<file path="src/rtl/mem_arb_pkg.sv">
// Shared types and defaults for the fetch/data memory-port arbiter.
// The fetch step also picks up its reset PC from here.
package mem_arb_pkg;

  localparam int ADDR_W_DEF = 32;
  localparam int DATA_W_DEF = 32;
  localparam logic [31:0] RESET_PC = 32'h8000_0000;

  typedef enum logic [1:0] {
    IDLE,
    BUSY,
    DONE
  } state_e;

  typedef enum logic {
    OWNER_F = 1'b0,
    OWNER_D = 1'b1
  } owner_e;

endpackage

</file>
<file path="src/rtl/mem_arb_pick.sv">
// Priority decision: data wins unless fetch has been starved
// for the maximum number of consecutive data grants.
module mem_arb_pick #(
  parameter int SW = 3
) (
  input  logic          f_req_i,
  input  logic          d_req_i,
  input  logic [SW-1:0] streak_i,
  input  logic [SW-1:0] max_i,
  output logic          grant_f_o,
  output logic          grant_d_o
);

  logic f_forced;

  assign f_forced  = f_req_i && (streak_i == max_i);
  assign grant_d_o = d_req_i && !f_forced;
  assign grant_f_o = f_req_i && !grant_d_o;

endmodule

</file>
<file path="src/rtl/imem_dmem_arbiter.sv">
// Shares one memory port between fetch (read-only) and data
// (read/write) requesters with an IDLE/BUSY/DONE handshake.
module imem_dmem_arbiter
  import mem_arb_pkg::*;
#(
  parameter int ADDR_W          = ADDR_W_DEF,
  parameter int DATA_W          = DATA_W_DEF,
  parameter int DATA_STREAK_MAX = 4
) (
  input  logic                clk_i,
  input  logic                rst_i,
  input  logic                f_req_i,
  input  logic [ADDR_W-1:0]   f_addr_i,
  output logic                f_done_o,
  output logic [DATA_W-1:0]   f_rdata_o,
  input  logic                d_req_i,
  input  logic                d_we_i,
  input  logic [ADDR_W-1:0]   d_addr_i,
  input  logic [DATA_W-1:0]   d_wdata_i,
  input  logic [DATA_W/8-1:0] d_wstrb_i,
  output logic                d_done_o,
  output logic [DATA_W-1:0]   d_rdata_o,
  output logic                mem_req_o,
  output logic                mem_we_o,
  output logic [ADDR_W-1:0]   mem_addr_o,
  output logic [DATA_W-1:0]   mem_wdata_o,
  output logic [DATA_W/8-1:0] mem_wstrb_o,
  input  logic                mem_ready_i,
  input  logic [DATA_W-1:0]   mem_rdata_i
);

  localparam int SW = $clog2(DATA_STREAK_MAX + 1);
  localparam int BW = DATA_W / 8;
  localparam logic [SW-1:0] STREAK_MAX = SW'(DATA_STREAK_MAX);

  state_e            state_q;
  owner_e            owner_q;
  logic [SW-1:0]     streak_q, streak_d;
  logic              mem_req_q, we_q;
  logic [ADDR_W-1:0] addr_q;
  logic [DATA_W-1:0] wdata_q;
  logic [BW-1:0]     wstrb_q;
  logic [DATA_W-1:0] f_rdata_q, d_rdata_q;
  logic              f_done_q, d_done_q;
  logic              pick_f, pick_d;
  logic              grant_f, grant_d, idle;

  mem_arb_pick #(.SW(SW)) u_pick (
    .f_req_i   (f_req_i),
    .d_req_i   (d_req_i),
    .streak_i  (streak_q),
    .max_i     (STREAK_MAX),
    .grant_f_o (pick_f),
    .grant_d_o (pick_d)
  );

  assign idle    = (state_q == IDLE);
  assign grant_f = idle && pick_f;
  assign grant_d = idle && pick_d;

  // Streak only counts data grants that actually kept fetch waiting.
  always_comb begin
    streak_d = streak_q;
    if (grant_f)
      streak_d = '0;
    else if (grant_d && f_req_i && streak_q != STREAK_MAX)
      streak_d = streak_q + SW'(1);
  end

  always_ff @(posedge clk_i or negedge rst_i) begin
    if (!rst_i) begin
      state_q   <= IDLE;
      owner_q   <= OWNER_F;
      streak_q  <= '0;
      mem_req_q <= 1'b0;
      we_q      <= 1'b0;
      addr_q    <= '0;
      wdata_q   <= '0;
      wstrb_q   <= '0;
      f_rdata_q <= '0;
      d_rdata_q <= '0;
      f_done_q  <= 1'b0;
      d_done_q  <= 1'b0;
    end else begin
      f_done_q <= 1'b0;
      d_done_q <= 1'b0;
      streak_q <= streak_d;
      unique case (state_q)
        IDLE: begin
          if (grant_f || grant_d) begin
            state_q   <= BUSY;
            mem_req_q <= 1'b1;
            owner_q   <= grant_d ? OWNER_D : OWNER_F;
            addr_q    <= grant_d ? d_addr_i : f_addr_i;
            we_q      <= grant_d && d_we_i;
            wdata_q   <= grant_d ? d_wdata_i : '0;
            wstrb_q   <= grant_d ? d_wstrb_i : '0;
          end
        end
        BUSY: begin
          if (mem_ready_i) begin
            state_q   <= DONE;
            mem_req_q <= 1'b0;
            if (owner_q == OWNER_D) begin
              d_done_q <= 1'b1;
              if (!we_q) d_rdata_q <= mem_rdata_i;
            end else begin
              f_done_q <= 1'b1;
              if (!we_q) f_rdata_q <= mem_rdata_i;
            end
          end
        end
        DONE:    state_q <= IDLE;
        default: state_q <= IDLE;
      endcase
    end
  end

  assign f_done_o    = f_done_q;
  assign d_done_o    = d_done_q;
  assign f_rdata_o   = f_rdata_q;
  assign d_rdata_o   = d_rdata_q;
  assign mem_req_o   = mem_req_q;
  assign mem_we_o    = we_q;
  assign mem_addr_o  = addr_q;
  assign mem_wdata_o = wdata_q;
  assign mem_wstrb_o = wstrb_q;

endmodule

</file>
<file path="config.mk">
export PLATFORM = sky130hd
export DESIGN_NAME = imem_dmem_arbiter
export DESIGN_NICKNAME = d
export VERILOG_FILES = /design/src/rtl/mem_arb_pkg.sv /design/src/rtl/mem_arb_pick.sv /design/src/rtl/imem_dmem_arbiter.sv
export SDC_FILE = /design/constraint.sdc
export NUM_CORES = 1
export LEC_CHECK = 0
export CORE_ASPECT_RATIO = 0.5
export CORE_UTILIZATION = 41
export CTS_CLUSTER_DIAMETER = 30
export DETAILED_ROUTE_END_ITERATION = 8
export PLACE_DENSITY = 0.8
export SLEW_MARGIN = 10
export SYNTH_ARGS = -nofsm -noshare
export SYNTH_HDL_FRONTEND = slang
export SYNTH_SLANG_ARGS = --single-unit
</file>
<file path="constraint.sdc">
create_clock -name clk_i -period 2.2 [get_ports clk_i]
set_input_delay 0.33 -clock clk_i [delete_from_list [all_inputs] [get_ports clk_i]]
set_output_delay 0.33 -clock clk_i [all_outputs]
set_load 0.01 [all_outputs]
</file>
* After elaboration in Yosys (flattened, before gate mapping)
Cells that the tools add are included.
** Storage, ports and cells
- Bits in registers :: 142
- Output and inout port bits :: 136
** Operators by class
- Add/sub/neg operators :: 1
- Equality and inequality tests :: 5
- Mux-type cells :: 18
- Bitwise operators :: 2
- Reductions and logical operators :: 19
** Operators with widths (number)
- $mux W32 :: 2
- $mux W1 :: 9
- $logic_and A1 B1 Y1 :: 8
- $reduce_and A4 Y1 :: 2
- $mux W3 :: 2
- $mux W2 :: 2
- $mux W4 :: 1
- $pmux W2 S2 :: 1
- $reduce_and A2 Y1 :: 2
- $reduce_bool A2 Y1 :: 2
- $add A3 B1 Y3 const B :: 1
- $eq A3 B3 Y1 const B :: 1
- $ne A3 B3 Y1 const B :: 1
- $reduce_and A3 Y1 :: 1
- $eq A2 B1 Y1 const B :: 1
- $logic_not A1 Y1 :: 2
- $logic_not A2 Y1 :: 1
- $ne A2 B1 Y1 const B :: 1
- $ne A2 B2 Y1 const B :: 1
- $not A1 Y1 :: 2
- $pmux W1 S2 :: 1
- $logic_or A1 B1 Y1 :: 1

* Logic depth before layout (Yosys ltp)
Gate-level depths: netlist of run 1.
- Word-level depth :: 10
- Depth in mapped cells :: 7
- Mapped depth without buffers :: 5

* Hierarchy
A second synthesis of run 1 with hierarchy kept.
** Second synthesis, totals
- Cells, all modules :: 441
- Area, all modules :: 5621.6 um^2
** By module, submodules not included
- imem_dmem_arbiter :: times used 1, cells each 434, area each 5566.6 um^2, sequential area each 3553.4 um^2
- mem_arb_pick :: times used 1, cells each 7, area each 55.1 um^2, sequential area each 0.0 um^2

* Least setup slack after synthesis of run 1
OpenSTA, ideal clock, no wires.
- Path kind :: reg-to-reg
- Start point :: register streak_q[0]
- End point :: register addr_q[29] (netlist: mem_addr_o[29])
- Library setup time :: 0.126 ns
- Arrival time :: 1.472 ns
- Data required time :: 2.074 ns
- Path slack :: 0.602 ns
- Stages on the path, launching flop included :: 8
- Period minus slack after synthesis :: 1.598 ns
- Path through :: dfrtp_1 inv_1 ha_1 nand3_1 and3_1 buf_2 buf_6 a221o_1
** On the way
- Word-level cells in the longest chain between the ends :: 9
- Elaborated cells on any way between the ends :: 11
** Ends and longest elaborated chain
- from (decl) :: RTL line imem_dmem_arbiter.sv:38 : logic [SW-1:0] streak_q, streak_d;
- from (signal assigned) :: RTL line imem_dmem_arbiter.sv:87 : streak_q <= streak_d;
- $eq A3 B3 Y1 * :: RTL line mem_arb_pick.sv:16 : assign f_forced = f_req_i && (streak_i == max_i);
- $logic_and A1 B1 Y1 * :: RTL line mem_arb_pick.sv:16
- $logic_not A1 Y1 * :: RTL line mem_arb_pick.sv:17 : assign grant_d_o = d_req_i && !f_forced;
- $logic_and A1 B1 Y1 * :: RTL line mem_arb_pick.sv:17
- $logic_not A1 Y1 :: RTL line mem_arb_pick.sv:18 : assign grant_f_o = f_req_i && !grant_d_o;
- $logic_and A1 B1 Y1 :: RTL line mem_arb_pick.sv:18
- $logic_and A1 B1 Y1 :: RTL line imem_dmem_arbiter.sv:58 : assign grant_f = idle && pick_f;
- $logic_or A1 B1 Y1 :: RTL line imem_dmem_arbiter.sv:90 : if (grant_f || grant_d) begin
- $reduce_and A2 Y1 (no line)
- to (signal assigned) :: RTL line imem_dmem_arbiter.sv:94 : addr_q <= grant_d ? d_addr_i : f_addr_i;
- to (decl) :: RTL line imem_dmem_arbiter.sv:40 : logic [ADDR_W-1:0] addr_q;
Mark *: on every way between the ends. The rest lies on a longest branch, timed or not.
A chain may end at the register's enable or synchronous reset.

* Worst setup path in the final report of run 1
- Start point :: register streak_q[0]
- End point :: register wdata_q[6] (netlist: mem_wdata_o[6])
** On the way
- Word-level cells in the longest chain between the ends :: 9
- Elaborated cells on any way between the ends :: 11
** Ends and longest elaborated chain
- $eq A3 B3 Y1 * :: RTL line mem_arb_pick.sv:16
- $logic_and A1 B1 Y1 * :: RTL line mem_arb_pick.sv:16
- $logic_not A1 Y1 * :: RTL line mem_arb_pick.sv:17
- $logic_and A1 B1 Y1 * :: RTL line mem_arb_pick.sv:17
- $logic_not A1 Y1 :: RTL line mem_arb_pick.sv:18
- $logic_and A1 B1 Y1 :: RTL line mem_arb_pick.sv:18
- $logic_and A1 B1 Y1 :: RTL line imem_dmem_arbiter.sv:58
- $logic_or A1 B1 Y1 :: RTL line imem_dmem_arbiter.sv:90
- $reduce_and A2 Y1 (no line)
- to (signal assigned) :: RTL line imem_dmem_arbiter.sv:96 : wdata_q <= grant_d ? d_wdata_i : '0;
- to (decl) :: RTL line imem_dmem_arbiter.sv:41 : logic [DATA_W-1:0] wdata_q;
Marked as above.

==> results of run 1 <==
[worst max-delay path, cell delays in order (launching register included)]
cell,delay [ps]
dfrtp_1,390
inv_1,60
ha_1,230
nand3_1,120
and3_2,370
buf_4,370
a22o_1,210
[metrics by stage]
stage               hold slack, ps  cells  cell area [um2]
floorplan                     34.4    366             5800
global placement               237    817             8800
detailed placement             236    817             8800
CTS                            362    850             9380
global route                   410    850             9380
finish                         391    850             9380
[layer usage]
metal	vias to the layer above	part of all wire [%]	global-route usage, %
met5	-	0	0
met4	0	2.3	9.17
met3	27	3.6	3.78
met2	126	53	39.8
met1	2177	41	27.2
li1	1946	-	-
[kinds of logic after synthesis]
group	count (synthesis)	share of synthesized area [%]
flip-flops	142	61.3
buffers and inverters	31	3.78
AO/OA/AOI/OAI	76	11.9
AND/OR/NAND/NOR	51	8.24
multiplexers	64	14.4
adder cells (fa/ha/maj)	2	0.432
[placed cells by master, fill, tap and decap left out]
| cell | count |
|---|---|
| o21ai_0 | 3 |
| and2_1 | 1 |
| nor3_4 | 1 |
| buf_4 | 6 |
| nand2_1 | 4 |
| inv_1 | 2 |
| bufinv_16 | 2 |
| nand4_1 | 1 |
| nand3b_1 | 1 |
| and4_1 | 1 |
| a21o_1 | 1 |
| buf_12 | 8 |
| nand2b_1 | 1 |
| nand3_1 | 2 |
| a221o_1 | 32 |
| clkbuf_1 | 1 |
| nor3_1 | 1 |
| clkinv_2 | 4 |
| mux2_2 | 32 |
| clkbuf_16 | 17 |
| nand3b_2 | 1 |
| inv_2 | 1 |
| o21ai_4 | 1 |
| a22o_1 | 37 |
| mux2_1 | 2 |
| ha_1 | 2 |
| nor3b_2 | 25 |
| clkinv_4 | 5 |
| clkdlybuf4s50_1 | 272 |
| or3b_2 | 1 |
| clkinvlp_4 | 3 |
| dfrtp_1 | 142 |
| nor2_1 | 3 |
| mux2_4 | 30 |
| a31oi_1 | 1 |
| and3_2 | 1 |
| nor3b_1 | 7 |
| a21boi_4 | 1 |
| buf_6 | 1 |
| dlygate4sd3_1 | 1 |
[path summary, 6_finish.rpt]
kind	endpoint	cells past startpoint	slack, ps
max	mem_wdata_o[6]	6	370
min reg2reg	f_rdata_o[6]	1	490
max reg2reg	mem_wdata_o[6]	6	370
min	d_rdata_o[2]	2	390
max in group asynchronous	mem_addr_o[26]	3	1170
min in group clk_i	f_rdata_o[6]	1	490
[power by group through the flow]
stage          clock [W]  combinational [W]  sequential (W)
2_1_floorplan          0            0.00223         0.00508
3_3_place_gp           0            0.00590         0.00458
3_5_place_dp           0            0.00604         0.00458
4_1_cts          0.00285            0.00607         0.00459
5_1_grt          0.00297            0.00634         0.00475
6_report         0.00278            0.00600         0.00460
[area by class of cell]
| class | instances | area (um2) |
|---|---|---|
| fillers | 974 | 4280 |
| flip-flops and latches | 142 | 3550 |
| repair buffers | 288 | 2950 |
| multi-input cells | 193 | 2050 |
| clock buffers | 18 | 429 |
| well taps | 192 | 240 |
| clock inverters | 14 | 146 |
| inverters | 3 | 11.3 |
[repair_timing]
| action | CTS | global route |
|---|---|---|
| hold endpoints to repair | 30 | 0 |
| gates resized for setup | 0 | 0 |
| hold buffers | 1 | 0 |
| setup buffers | 0 | 0 |
[flip-flops by register name (all words and copies together), names as in the netlist]
name,cells
owner_q,1
d_done_o,1
streak_q,3
mem_addr_o,32
mem_wstrb_o,4
mem_wdata_o,32
mem_we_o,1
state_q,2
f_rdata_o,32
mem_req_o,1
d_rdata_o,32
f_done_o,1
==> results.py, run 1 <==
metrics = {
    "placed_design": {
        "gp_congestion": 0.795,
        "place_ws_ps": 76.7,
        "dp_hpwl_mm": 11.2,
        "port_buffers": 273,
    },
    "synthesis": {
        "synth_nets": 506,
        "ys_types": 33,
        "synth-seq-area-share_pct": 61.3,
        "synth.area.top_cells": "dfrtp_1 (61%), mux2_4 (7.8%), mux2_2 (6.2%)",
        "syn_area_per_cell_um2": 15.8,
        "synth_edf_count": 0,
        "syn_inst": 366,
        "ys_seq_elements": 142,
        "syn_area_mm2": 0.00580,
        "async_flop_share_pct": 100,
        "yosysTopAreaCellShare_pct": 61.3,
        "yosysTopAreaCell": "dfrtp_1",
        "yosysMostFrequentCell": "dfrtp_1",
        "synth_flop_cell": "dfrtp_1",
        "synth_warnings": 0,
        "ys_top_cells_by_count": "dfrtp_1 (142), a22o_1 (37), a221o_1 (32), mux2_2 (32), mux2_4 (30)",
    },
    "setup_path": {
        "r2r-start": "streak_q[0]",
        "worst_ep_required_time_ps": 2540,
        "crit_path_start": "streak_q[0]",
        "critPathArrivalTime_ps": 2170,
        "startpoint_type": "flip-flop",
        "worstSetupPathType": "flip-flop to flip-flop",
        "critPathMaxFanout": 31,
        "crit_path_end_kind": "flip-flop",
    },
    "pwr": {
        "power.density_mw_per_mm2": 1430,
        "switching_share_pct": 31.2,
        "power_w": 0.0134,
        "switching_power_w": 0.00417,
        "p_clk_share_pct": 20.8,
        "intPower_w": 0.00921,
        "p_comb_share_pct": 44.9,
        "ir_worst_vdd_mv": 0.711,
        "seq_power_share_pct": 34.3,
        "power_leakage_nw": 4.02,
    },
    "run_status": {
        "status": "completed",
    },
    "grt": {
        "antenna_found_initial": 0,
        "overflow": 0,
        "grt_pass1_vias": 4537,
        "grt_pass1_wl_mm": 24.8,
        "grt_max_degree": 64,
        "track_usage_pct": 22.3,
    },
    "routing": {
        "drtAntennaViolNets": 0,
        "first_pass_iters": 5,
        "drt-wirelength-per-cell_um": 18.9,
        "drtIter0Drc": 150,
        "wl_mm": 16.1,
        "via_count": 4276,
        "viasPerCell": 5.03,
        "route.detailed.drc": 0,
    },
    "clock_tree": {
        "clock_latency_ps": 410,
        "tritoncts": "built",
        "clk_path_buf_depth": 2,
        "cts.sinks": 142,
        "htree_levels": 4,
        "cts_made_buffers": 17,
        "clkTransAtPathRegs_ps": 60,
        "root_buffer": "clkbuf_16",
    },
    "sta": {
        "setup_tns_ps": 0,
        "hold_viol": 0,
        "min_period_ps": 1830,
        "tightest_slew_ps": 342,
        "max_freq_ghz": 0.547,
        "clock_skew_ps": 10.1,
        "slew_headroom_pct": 77.2,
        "setup_viol": 0,
        "rsz0062_at_grt": "no",
        "fin_crit_sh_pct": 83.1,
        "worst_slack_ps": 371,
        "maxSlewViolCount": 0,
    },
    "die": {
        "start_util_pct": 42.4,
        "die_x_um": 170,
        "io_pins": 274,
        "dieArea_mm2": 0.0147,
        "die_y_um": 86.1,
        "rows": 30,
        "core_area_mm2": 0.0137,
    },
    "final_layout": {
        "antennaDiodeCount": 0,
        "syn2layout_area_growth_pct": 61.8,
        "drive_above_1_share_pct": 21.3,
        "fin_nets": 785,
        "fin_util_pct": 68.7,
    },
    "run": {
        "drv_cap": 0,
    },
    "worst_hold_path": {
        "hp-class": "primary input to async pin",
    },
}
Note: power is estimated with default switching activity, not from simulation.
==> inputs of run 2 (changes only) <==
--- a/config.mk
+++ b/config.mk
@@ -6,10 +6,10 @@
 export NUM_CORES = 1
 export LEC_CHECK = 0
 export CORE_ASPECT_RATIO = 0.5
-export CORE_UTILIZATION = 41
+export CORE_UTILIZATION = 37
 export CTS_CLUSTER_DIAMETER = 30
 export DETAILED_ROUTE_END_ITERATION = 8
-export PLACE_DENSITY = 0.8
+export PLACE_DENSITY = 0.76
 export SLEW_MARGIN = 10
 export SYNTH_ARGS = -nofsm -noshare
 export SYNTH_HDL_FRONTEND = slang
==> constraint.sdc (replaced) <==
create_clock -name clk_i -period 1.68 [get_ports clk_i]
set_input_delay 0.252 -clock clk_i [delete_from_list [all_inputs] [get_ports clk_i]]
set_output_delay 0.252 -clock clk_i [all_outputs]
set_load 0.01 [all_outputs]
==> results.py, run 2 (same netlist as run 1, synthesis figures left out) <==
metrics = {
    "clock_tree": {
        "cts_made_buffers": 17,
        "clock_latency_ps": 410,
        "cts.sinks": 142,
        "tritoncts": "built",
        "htree_levels": 4,
        "clkTransAtPathRegs_ps": 60,
        "clk_path_buf_depth": 2,
        "root_buffer": "clkbuf_16",
    },
    "final_layout": {
        "syn2layout_area_growth_pct": 66.5,
        "final_area_mm2": 0.00966,
        "antennaDiodeCount": 0,
        "seq_area_mm2": 0.00355,
        "drive_above_1_share_pct": 23.4,
        "multi_input_area_mm2": 0.00206,
        "layout_commonest_cell": "clkdlybuf4s50_1",
        "fin_util_pct": 64.8,
        "fill_cells": 1112,
        "most-common-layout-cells": "clkdlybuf4s50_1 (271), dfrtp_1 (142), a22o_1 (37)",
        "stdcell_count": 872,
        "fin_nets": 801,
    },
    "pwr": {
        "seq_power_share_pct": 33.0,
        "switching_power_w": 0.00558,
        "power.density_mw_per_mm2": 1880,
        "p_clk_share_pct": 22.2,
        "intPower_w": 0.0126,
        "power_leakage_nw": 4.16,
        "p_comb_share_pct": 44.8,
        "ir_worst_vdd_mv": 0.843,
        "switching_share_pct": 30.7,
    },
    "placed_design": {
        "dpl.cell_count": 833,
        "place_ws_ps": -234,
        "dp_hpwl_mm": 11.2,
        "postPlaceCellArea_mm2": 0.00890,
        "port_buffers": 273,
        "gp_congestion": 0.787,
    },
    "setup_path": {
        "worstSetupPathType": "flip-flop to flip-flop",
        "cp_num_buf_inv": 4,
        "startpoint_type": "flip-flop",
        "crit_family": "buffers and inverters",
        "critPathMaxFanout": 7,
        "critPathArrivalTime_ps": 1950,
        "path_cells": "inv_1 -> ha_2 -> buf_4 -> a21boi_4 -> buf_12 -> clkbuf_16 -> nor3b_2 -> a221o_1",
        "worst_ep_required_time_ps": 1970,
        "cp_slowest_cell": "dfrtp_1",
        "crit_path_end_kind": "flip-flop",
        "critical_path.max_stage_delay_ps": 370,
    },
    "routing": {
        "route.detailed.drc": 19,
        "first_pass_iters": 6,
        "drt-wirelength-per-cell_um": 18.6,
        "via_count": 4258,
        "wl_mm": 16.2,
        "drtIter0Drc": 252,
        "viasPerCell": 4.88,
        "drtAntennaViolNets": 0,
    },
    "grt": {
        "antenna_found_initial": 0,
        "overflow": 0,
        "grt_pass1_wl_mm": 25.1,
        "grt_max_degree": 48,
        "track_usage_pct": 20.4,
        "grt_pass1_vias": 4408,
    },
    "sta": {
        "worst_slack_ps": 21.8,
        "max_freq_ghz": 0.603,
        "holdWs_ps": 326,
        "clock_skew_ps": 10.1,
        "tightest_slew_ps": 446,
        "fin_crit_sh_pct": 98.7,
        "setup_viol": 0,
        "hold_viol": 0,
        "maxSlewViolCount": 0,
        "min_period_ps": 1660,
        "slew_headroom_pct": 70.3,
    },
    "die": {
        "die_x_um": 179,
        "io_pins": 274,
        "die_y_um": 90.5,
        "start_util_pct": 38.9,
        "rows": 31,
        "dieArea_mm2": 0.0162,
        "core_area_mm2": 0.0149,
    },
    "run_status": {
        "status": "complete, but fails checks",
        "violations": "DRC",
    },
    "worst_hold_path": {
        "hp-class": "primary input to async pin",
    },
    "run": {
        "drv_cap": 0,
    },
}
-- run 2: cell type report --
class                           count  area share (%)
Clock buffer                       17            4.41
Clock inverter                     15            2.15
Tap cell                          198            2.57
Inverter                            3           0.117
Sequential cell                   142            36.8
Timing Repair Buffer              304            32.6
Multi-Input combinational cell    193            21.3
-- run 2: power by group through the flow --
stage	logic, W	registers (W)	clock network (W)
after floorplan	0.00291	0.00665	0
after global placement	0.00795	0.00598	0
after detailed placement	0.00808	0.00600	0
after CTS	0.00809	0.00600	0.00413
after global routing	0.00863	0.00620	0.00431
final	0.00814	0.00600	0.00404
-- run 2: worst paths after layout --
path | from | to | slack (ps) | cells past startpoint
setup / recovery | streak_q[1] | mem_addr_o[26] | 20 | 8
hold / removal | rst_i | mem_addr_o[24] | 330 | 2
setup reg to reg | streak_q[1] | mem_addr_o[26] | 20 | 8
hold reg to reg | mem_req_o | mem_req_o | 480 | 2
max in group asynchronous | rst_i | f_rdata_o[26] | 710 | 3
min in group clk_i | d_wdata_i[18] | mem_wdata_o[18] | 450 | 2
-- run 2: metal layers --
| metal | part of all wire, % | vias to the layer above | track usage, % | wire (um) |
|---|---|---|---|---|
| li1 | - | 1983 | - | - |
| met1 | 43 | 2127 | 26.4 | 6900 |
| met2 | 51 | 125 | 33.2 | 8220 |
| met3 | 4.8 | 23 | 5.05 | 781 |
| met4 | 1.8 | 0 | 7.34 | 287 |
| met5 | 0 | - | 0 | 0 |
-- run 2: repair_timing --
| action | in CTS | in global routing |
|---|---|---|
| cloned | 0 | 3 |
| pin swaps | 0 | 1 |
| endpoints found under the hold margin | 39 | 0 |
| setup endpoints to repair | 1 | 8 |
| hold buffers | 1 | 0 |
| resized for setup | 1 | 4 |
| buffers inserted | 0 | 3 |
-- run 2: stage by stage --
stage	TNS, ps	total power (W)
finish	0	0.0182
detailed placement	-16360	0.0141
CTS	0	0.0182
floorplan	0	0.00956
global route	-10.8	0.0191
global placement	-13830	0.0139
